<file path="src/rtl/gp_adder_pkg.sv">
// Shared types and sizes for the prefix adder sum stage.
// GP_SUM_OVF_EN adds a signed-overflow bit to each stored result.
package gp_adder_pkg;

  localparam int GP_WIDTH = 22;
  localparam int TX_CNT_W = 16;

  typedef struct packed {
    logic [GP_WIDTH:1] sum;
    logic              cout;
`ifdef GP_SUM_OVF_EN
    logic              ovf;
`endif
  } gp_result_t;

  // Queue occupancy doubles as the FSM state: EMPTY=0, HALF=1, FULL=2 entries.
  typedef enum logic [1:0] {
    ST_EMPTY = 2'd0,
    ST_HALF  = 2'd1,
    ST_FULL  = 2'd2
  } gp_q_state_e;

endpackage

</file>
<file path="src/rtl/gp_sum_stage_if.sv">
// Handshake bundle of the sum stage: operand input side, result output side, pop counter.
// out_ovf exists only when GP_SUM_OVF_EN is defined.
interface gp_sum_stage_if;
  import gp_adder_pkg::*;

  logic                in_valid;
  logic                in_ready;
  logic [GP_WIDTH:1]   in_hs;
  logic [GP_WIDTH:1]   in_G;
  logic [GP_WIDTH:1]   in_P;
  logic                in_cin;
  logic                out_valid;
  logic                out_ready;
  logic [GP_WIDTH:1]   out_sum;
  logic                out_cout;
`ifdef GP_SUM_OVF_EN
  logic                out_ovf;
`endif
  logic [TX_CNT_W-1:0] tx_cnt;

  modport slave (
    input  in_valid, in_hs, in_G, in_P, in_cin, out_ready,
`ifdef GP_SUM_OVF_EN
    output out_ovf,
`endif
    output in_ready, out_valid, out_sum, out_cout, tx_cnt
  );

  modport master (
    output in_valid, in_hs, in_G, in_P, in_cin, out_ready,
`ifdef GP_SUM_OVF_EN
    input  out_ovf,
`endif
    input  in_ready, out_valid, out_sum, out_cout, tx_cnt
  );

endinterface

</file>
<file path="src/rtl/gp_carry_sum.sv">
// Combinational carry/sum formation from prefix group terms; G/P[i] span bits i..1.
// GP_SUM_OVF_EN also derives signed overflow from the top two carries.
module gp_carry_sum
  import gp_adder_pkg::*;
(
  input  logic [GP_WIDTH:1] i_hs,
  input  logic [GP_WIDTH:1] i_g,
  input  logic [GP_WIDTH:1] i_p,
  input  logic              i_cin,
  output gp_result_t        o_res
);

  // w_c[0] is carry-in; w_c[i] is the carry out of bit i.
  logic [GP_WIDTH:0] w_c;

  assign w_c = {i_g | (i_p & {GP_WIDTH{i_cin}}), i_cin};

  // Sum bit i uses the carry into it, i.e. out of bit i-1.
  always_comb begin
    o_res      = '0;
    o_res.sum  = i_hs ^ w_c[GP_WIDTH-1:0];
    o_res.cout = w_c[GP_WIDTH];
`ifdef GP_SUM_OVF_EN
    o_res.ovf  = w_c[GP_WIDTH] ^ w_c[GP_WIDTH-1];
`endif
  end

endmodule

</file>
<file path="src/rtl/gp_sum_stage.sv">
// Last prefix-adder stage: forms sums and buffers them in a 2-entry valid/ready queue.
// GP_SUM_OVF_EN adds a stored signed-overflow bit and the out_ovf port.
module gp_sum_stage
  import gp_adder_pkg::*;
(
  input  logic           clk,
  input  logic           rst_n,
  gp_sum_stage_if.slave  bus
);

  gp_result_t          w_res;
  gp_result_t          w_head;
  gp_result_t          r_mem [0:1];
  gp_q_state_e         r_state;
  logic                r_head;
  logic                r_tail;
  logic [TX_CNT_W-1:0] r_tx_cnt;
  logic                w_push;
  logic                w_pop;

  gp_carry_sum u_carry_sum (
    .i_hs  (bus.in_hs),
    .i_g   (bus.in_G),
    .i_p   (bus.in_P),
    .i_cin (bus.in_cin),
    .o_res (w_res)
  );

  // Handshake flags decode only registered state, so in_ready never sees out_ready.
  assign bus.in_ready  = (r_state != ST_FULL);
  assign bus.out_valid = (r_state != ST_EMPTY);
  assign w_push        = bus.in_valid & bus.in_ready;
  assign w_pop         = bus.out_valid & bus.out_ready;

  assign w_head        = r_mem[r_head];
  assign bus.out_sum   = w_head.sum;
  assign bus.out_cout  = w_head.cout;
`ifdef GP_SUM_OVF_EN
  assign bus.out_ovf   = w_head.ovf;
`endif
  assign bus.tx_cnt    = r_tx_cnt;

  // Queue storage, pointers, pop counter and occupancy FSM.
  always_ff @(posedge clk) begin
    if (!rst_n) begin
      r_state  <= ST_EMPTY;
      r_head   <= 1'b0;
      r_tail   <= 1'b0;
      r_tx_cnt <= '0;
      r_mem[0] <= '0;
      r_mem[1] <= '0;
    end else begin
      if (w_push) begin
        r_mem[r_tail] <= w_res;
        r_tail        <= ~r_tail;
      end else begin
        r_tail        <= r_tail;
      end
      if (w_pop) begin
        r_head   <= ~r_head;
        r_tx_cnt <= r_tx_cnt + TX_CNT_W'(1);
      end else begin
        r_head   <= r_head;
        r_tx_cnt <= r_tx_cnt;
      end
      case (r_state)
        ST_EMPTY: begin
          if (w_push) r_state <= ST_HALF;
          else        r_state <= ST_EMPTY;
        end
        ST_HALF: begin
          if (w_push && !w_pop)      r_state <= ST_FULL;
          else if (!w_push && w_pop) r_state <= ST_EMPTY;
          else                       r_state <= ST_HALF;
        end
        ST_FULL: begin
          if (w_pop) r_state <= ST_HALF;
          else       r_state <= ST_FULL;
        end
        default: r_state <= ST_EMPTY;
      endcase
    end
  end

endmodule

</file>
<file path="src/flat_wrapper.sv">
// flat-port wrapper written by rule: the top's interface ports become plain ports
module gp_sum_stage_flat import gp_adder_pkg::*;
  (clk, rst_n, bus_in_valid, bus_in_hs, bus_in_G, bus_in_P, bus_in_cin, bus_out_ready, bus_in_ready, bus_out_valid, bus_out_sum, bus_out_cout, bus_tx_cnt);
  gp_sum_stage_if bus_i ();
  input  logic clk;
  input  logic rst_n;
  input wire logic [$bits(bus_i.in_valid)-1:0] bus_in_valid;
  input wire logic [$bits(bus_i.in_hs)-1:0] bus_in_hs;
  input wire logic [$bits(bus_i.in_G)-1:0] bus_in_G;
  input wire logic [$bits(bus_i.in_P)-1:0] bus_in_P;
  input wire logic [$bits(bus_i.in_cin)-1:0] bus_in_cin;
  input wire logic [$bits(bus_i.out_ready)-1:0] bus_out_ready;
  output wire logic [$bits(bus_i.in_ready)-1:0] bus_in_ready;
  output wire logic [$bits(bus_i.out_valid)-1:0] bus_out_valid;
  output wire logic [$bits(bus_i.out_sum)-1:0] bus_out_sum;
  output wire logic [$bits(bus_i.out_cout)-1:0] bus_out_cout;
  output wire logic [$bits(bus_i.tx_cnt)-1:0] bus_tx_cnt;
  assign bus_i.in_valid = bus_in_valid;
  assign bus_i.in_hs = bus_in_hs;
  assign bus_i.in_G = bus_in_G;
  assign bus_i.in_P = bus_in_P;
  assign bus_i.in_cin = bus_in_cin;
  assign bus_i.out_ready = bus_out_ready;
  assign bus_in_ready = bus_i.in_ready;
  assign bus_out_valid = bus_i.out_valid;
  assign bus_out_sum = bus_i.out_sum;
  assign bus_out_cout = bus_i.out_cout;
  assign bus_tx_cnt = bus_i.tx_cnt;
  gp_sum_stage u_core (.clk(clk), .rst_n(rst_n), .bus(bus_i));
endmodule
</file>
<file path="config.mk">
export PLATFORM = sky130hd
export DESIGN_NAME = gp_sum_stage_flat
export DESIGN_NICKNAME = d
export VERILOG_FILES = /design/src/rtl/gp_adder_pkg.sv /design/src/rtl/gp_sum_stage_if.sv /design/src/rtl/gp_carry_sum.sv /design/src/rtl/gp_sum_stage.sv /design/src/flat_wrapper.sv
export SDC_FILE = /design/constraint.sdc
export NUM_CORES = 1
export LEC_CHECK = 0
export CORE_UTILIZATION = 47
export CTS_CLUSTER_SIZE = 12
export DETAILED_ROUTE_END_ITERATION = 10
export MAX_ROUTING_LAYER = met4
export PLACE_DENSITY = 0.83
export SLEW_MARGIN = 25
export SYNTH_ARGS = -nofsm -noshare
export SYNTH_HDL_FRONTEND = slang
export SYNTH_SLANG_ARGS = --single-unit
export TNS_END_PERCENT = 1
</file>
<file path="constraint.sdc">
create_clock -name clk -period 6.6 [get_ports clk]
set_input_delay 1.65 -clock clk [delete_from_list [all_inputs] [get_ports clk]]
set_output_delay 1.65 -clock clk [all_outputs]
set_load 0.01 [all_outputs]
</file>
======== Word level (Yosys, flattened, before mapping) ========
Memories as Yosys holds them, arrays and structs flattened. A register that Yosys moved wholly into a read port is not among the register bits.
Cells that the tools add are included.
word-level totals
  memory bits (writable) .................. 46
  logic and storage cells ................. 37
  bits of input ports ..................... 71
  memories kept ........................... 1
  register bits ........................... 20
memory list
  memory        words  width  rd ports  clocked after Yosys merged registers in  write ports  RTL line            source
  u_core.r_mem  2      23     1         1                                        2            gp_sum_stage.sv:13  gp_result_t r_mem [0:1];
cells by class
  equality and inequality tests ........... 3
  multiplexer cells ....................... 14
  bitwise gates (word level) .............. 7
  reduce and logical (&&, ||, !) cells .... 7
  $add $sub $neg .......................... 1
operators by type and width
  kind                                                             number
  23-bit 2-to-1 mux                                                1
  23-bit OR reduction                                              1
  22-bit bitwise AND                                               1
  22-bit bitwise OR                                                1
  22-bit XOR                                                       1
  16-bit by 1-bit adder with 16-bit output, second input constant  1
  1-bit 2-to-1 mux                                                 10
  2-bit case mux with 3 select lines                               1
  2-bit 2-to-1 mux                                                 2
  1-bit bitwise AND                                                2
  2-bit by 1-bit == test with 1-bit output, second input constant  1
  2-bit == test, second input constant                             1
  1-bit logical AND                                                2
  1-bit zero test                                                  2
  2-bit zero test                                                  1
  2-bit != test, second input constant                             1
  1-bit inverter                                                   2
  2-bit nonzero test                                               1

======== Logic depth before layout (Yosys ltp) ========
  word-level depth ........................ 7
  mapped depth ............................ 7
  gate-level depth less buffers ........... 5

======== Modules after synthesis ========
Synthesis repeated with hierarchy kept, for this count alone.
unflattened totals
  cell total of the unflattened synthesis .. 276
  area total of the unflattened synthesis .. 3271.9 um^2
modules (own cells, without submodules)
  module        cells each  instances  area an instance (um^2)  sequential area each (um^2)
  gp_sum_stage  230         1          2942.8                   1801.7
  gp_carry_sum  46          1          329.1                    0.0

======== Worst setup path before layout ========
Ideal clock, no wire load.
  kind .................................... input port to flip-flop
  from .................................... in bus_in_valid
  to ...................................... mem u_core.r_mem[0][0] (netlist bit), enable pin
  data required time ...................... 6165 ps
  buffers on the path ..................... 0
  data arrival time ....................... 3394 ps
  setup slack ............................. 2771 ps
  cell stages on the path ................. 2
  cells stage by stage .................... nand2_1 o21ai_0
RTL lines
  element             RTL line            source
  start: declaration  flat_wrapper.sv:7   input wire logic [$bits(bus_i.in_valid)-1:0] bus_in_valid;
  end: declaration    gp_sum_stage.sv:13

==> impl_metrics.toml <==
[pwr]
p_leak_nw = 1.63
ir_worst_vdd_v = 0.000133
powerDensity_nw_per_um2 = 220

[layout]
fillers = 463
regArea_um2 = 1800
areaGrowthSynthToFinish_pct = 43.4
layout.cells.non_filler = 471
multi_input_area_um2 = 1280
final_nets = 461
antenna_cells = 0
drive_gt1_share_pct = 10.9

[setup_path]
r2r_end = "u_core.r_mem[1][12]"
slowest_delay_ns = 1.00
worst-setup-path-type = "reg2out"
crit_chain = "mux2_2, clkdlybuf4s50_1"
cp_max_fo = 23
startpoint_type = "register"
r2r_slack_ns = 4.55
cp_data_arrival_time_ns = 2.29
crit_slowest_cell = "dfxtp_1"
required_ns = 4.95
reg2regPathDepth = 3
endpoint_kind = "output port"
r2r-start = "u_core.r_state[0]"

[global_route]
grt_max_degree = 24
antenna_found_initial = 0
grt_pass1_wl_um = 11800
grt_pass1_vias = 2611
gr-usage-all-layers_pct = 22.5
gr-total-overflow = 0

[yosys]
syn_area_per_cell_um2 = 11.3
yosysTopAreaCellShare_pct = 44.0
synth_xor_area_share_pct = 9.21
ys_ff_latch = 67
async_flop_share_pct = 0
synth_top_area_cell = "edfxtp_1"
synth.area.top_cells = "edfxtp_1, dfxtp_1, mux2_2"
synthSimpleGateAreaFrac_pct = 14.0
synth_edf_count = 46
synth_fa_ha_area_share_pct = 0.399
seq_area_frac_synth_pct = 57.4
synthesis.instances = 278
synth_compound_area_share_pct = 7.06
synth_cell_types = 36
synth_top_family_by_area = "simple AND/OR/NAND/NOR gates"
muxShareOfSynthArea_pct = 9.85
syn-num-nets = 350
yosys_warnings = 0
synth_ff_type = "edfxtp_1"
syn-cell-area_um2 = 3140

[routing]
wl_um = 7270
vias = 2504
drt_iter0_markers = 141
drt.antenna.violating_nets = 0
viasPerCell = 5.32
wl_per_cell_um = 15.4
dr.pass1.iters = 4
drc = 0

[clock_tree]
post_cts_buffers = 0
cts_tree = "built"
clkSinkCount = 67
cts_hold_buffers = 0
cts_max_level = 3
cts_made_buffers = 9
clockBufferDepth = 2
clock_latency_ns = 0.35
cts_root_buffer = "clkbuf_8"
cts.clk_slew.worst_paths_ns = 0.07
ctsResizeCount = 0

[die]
row_count = 29
start_util_pct = 49.1
die_h_um = 83.7
core_area_um2 = 6390
io_pins = 112
die-area_um2 = 7000
die_width_um = 83.7

[sta]
hold_slack_ns = 0.478
tightest_slew_ns = 1.03
finClkSkew_ns = 0.00518
finalSetupViolCount = 0
relSlewSlack_pct = 30.9
period_share_pct = 59.8
hold_violations = 0
tns_ns = 0
drv_slew = 0
max_freq_ghz = 0.254
layout_min_cycle_time_ns = 3.94
rsz0062_at_grt = "false"

[placement]
place_congestion = 0.844
io_buffer_count = 111
dp.cells = 455
dpl.hpwl_um = 5000

[worst_hold_path]
min_to = "u_core.bus.tx_cnt[15]"
holdPathStages = 2
hold_start = "u_core.bus.tx_cnt[15]"
min_path_type = "reg2reg"

[run]
cap_viol_max_count = 0

[status]
status = "completed"
-- cell usage in the layout, fill, tap and decap left out, types with 2 or more instances in the layout --
| cell type | count |
|---|---|
| xor2_1 | 24 |
| clkinv_2 | 2 |
| o41ai_1 | 2 |
| clkdlybuf4s50_1 | 111 |
| or3_1 | 3 |
| mux2_2 | 23 |
| mux2i_1 | 5 |
| clkinv_1 | 4 |
| edfxtp_1 | 46 |
| nand2b_1 | 4 |
| nand3_1 | 4 |
| nor2_1 | 62 |
| nor3_1 | 3 |
| nand4_1 | 3 |
| dfxtp_1 | 21 |
| inv_1 | 3 |
| clkbuf_8 | 9 |
| xnor2_1 | 9 |
| a21oi_1 | 25 |
| nand2_1 | 11 |
-- power breakdown --
group / internal (mW) / total (mW) / leakage (nW) / switching (mW)
combinational: 0.103 / 0.175 / 0.884 / 0.0721
clock: 0.169 / 0.322 / 0.0915 / 0.153
sequential: 0.478 / 0.493 / 0.659 / 0.0146
total: 0.751 / 0.990 / 1.63 / 0.240
-- how the worst max path moves through the flow --
| stage | to | slack [ns] | cells past startpoint |
|---|---|---|---|
| final | bus_out_sum[15] | 2.66 | 2 |
| after global routing | u_core.r_mem[0][19] | 2.47 | 4 |
| after CTS | bus_out_sum[13] | 2.63 | 2 |
| after detailed placement | u_core.r_mem[0][17] | 2.34 | 4 |
| after global placement | u_core.r_mem[0][17] | 2.50 | 4 |
| after floorplan | u_core.r_mem[0][0] | 2.77 | 2 |
-- area by class of cell --
class / instances / area share (%)
sequential: 67 / 40.1
multi-input combinational: 195 / 28.5
timing repair buffer: 112 / 24.9
clock buffer: 9 / 2.75
tap: 77 / 2.14
clock inverter: 7 / 1.31
inverter: 4 / 0.334
-- sequential cells by signal, summed over array words and instances (netlist names), named ones only --
name	count
u_core.r_state	2
u_core.r_tail	1
u_core.bus.tx_cnt	16
u_core.r_head	1
u_core.r_mem	46
-- routing by layer --
metal  share of wire (%)  track usage [%]
met1                  40             24.1
met2                  52             39.9
met3                 6.8             5.44
met4                 2.0             9.24
met5                   0                -
-- through the flow --
step           cell area, µm²  worst slack, ns  power [mW]  util (%)
4_1_cts                  4500             2.63       0.996      70.4
3_3_place_gp             4310             2.50       0.671      67.4
2_1_floorplan            3140             2.77       0.575         -
5_1_grt                  4500             2.47        1.03      70.4
6_report                 4500             2.66       0.990      70.4
3_5_place_dp             4310             2.34       0.678      67.6
-- logic make-up after synthesis --
family                     Yosys count
DFF                                 67
muxes                               28
buffers and inverters               16
and+or+nand+nor                     98
xor gates and xnor gates            33
adders and majority gates            1
AOI/OAI and AO/OA                   35
-- synthesized netlist by cell type, types with 2 or more instances --
cell / count
mux2i_1: 5
inv_1: 3
mux2_2: 23
or3_1: 3
clkbuf_1: 8
nor2_1: 62
nand4_1: 3
buf_2: 3
nand2_1: 11
nor3_1: 3
edfxtp_1: 46
o21ai_0: 2
xor2_1: 24
a21oi_1: 25
dfxtp_1: 21
o41ai_1: 2
nand2b_1: 4
nand3_1: 4
xnor2_1: 9
-- critical path: cells and delay by family (launching register included) --
kind / cells / cell delay (ns)
DFF: 1 / 1.00
buffers and inverters: 1 / 0.51
muxes: 1 / 0.42
Note: power is estimated with default switching activity, not from simulation.
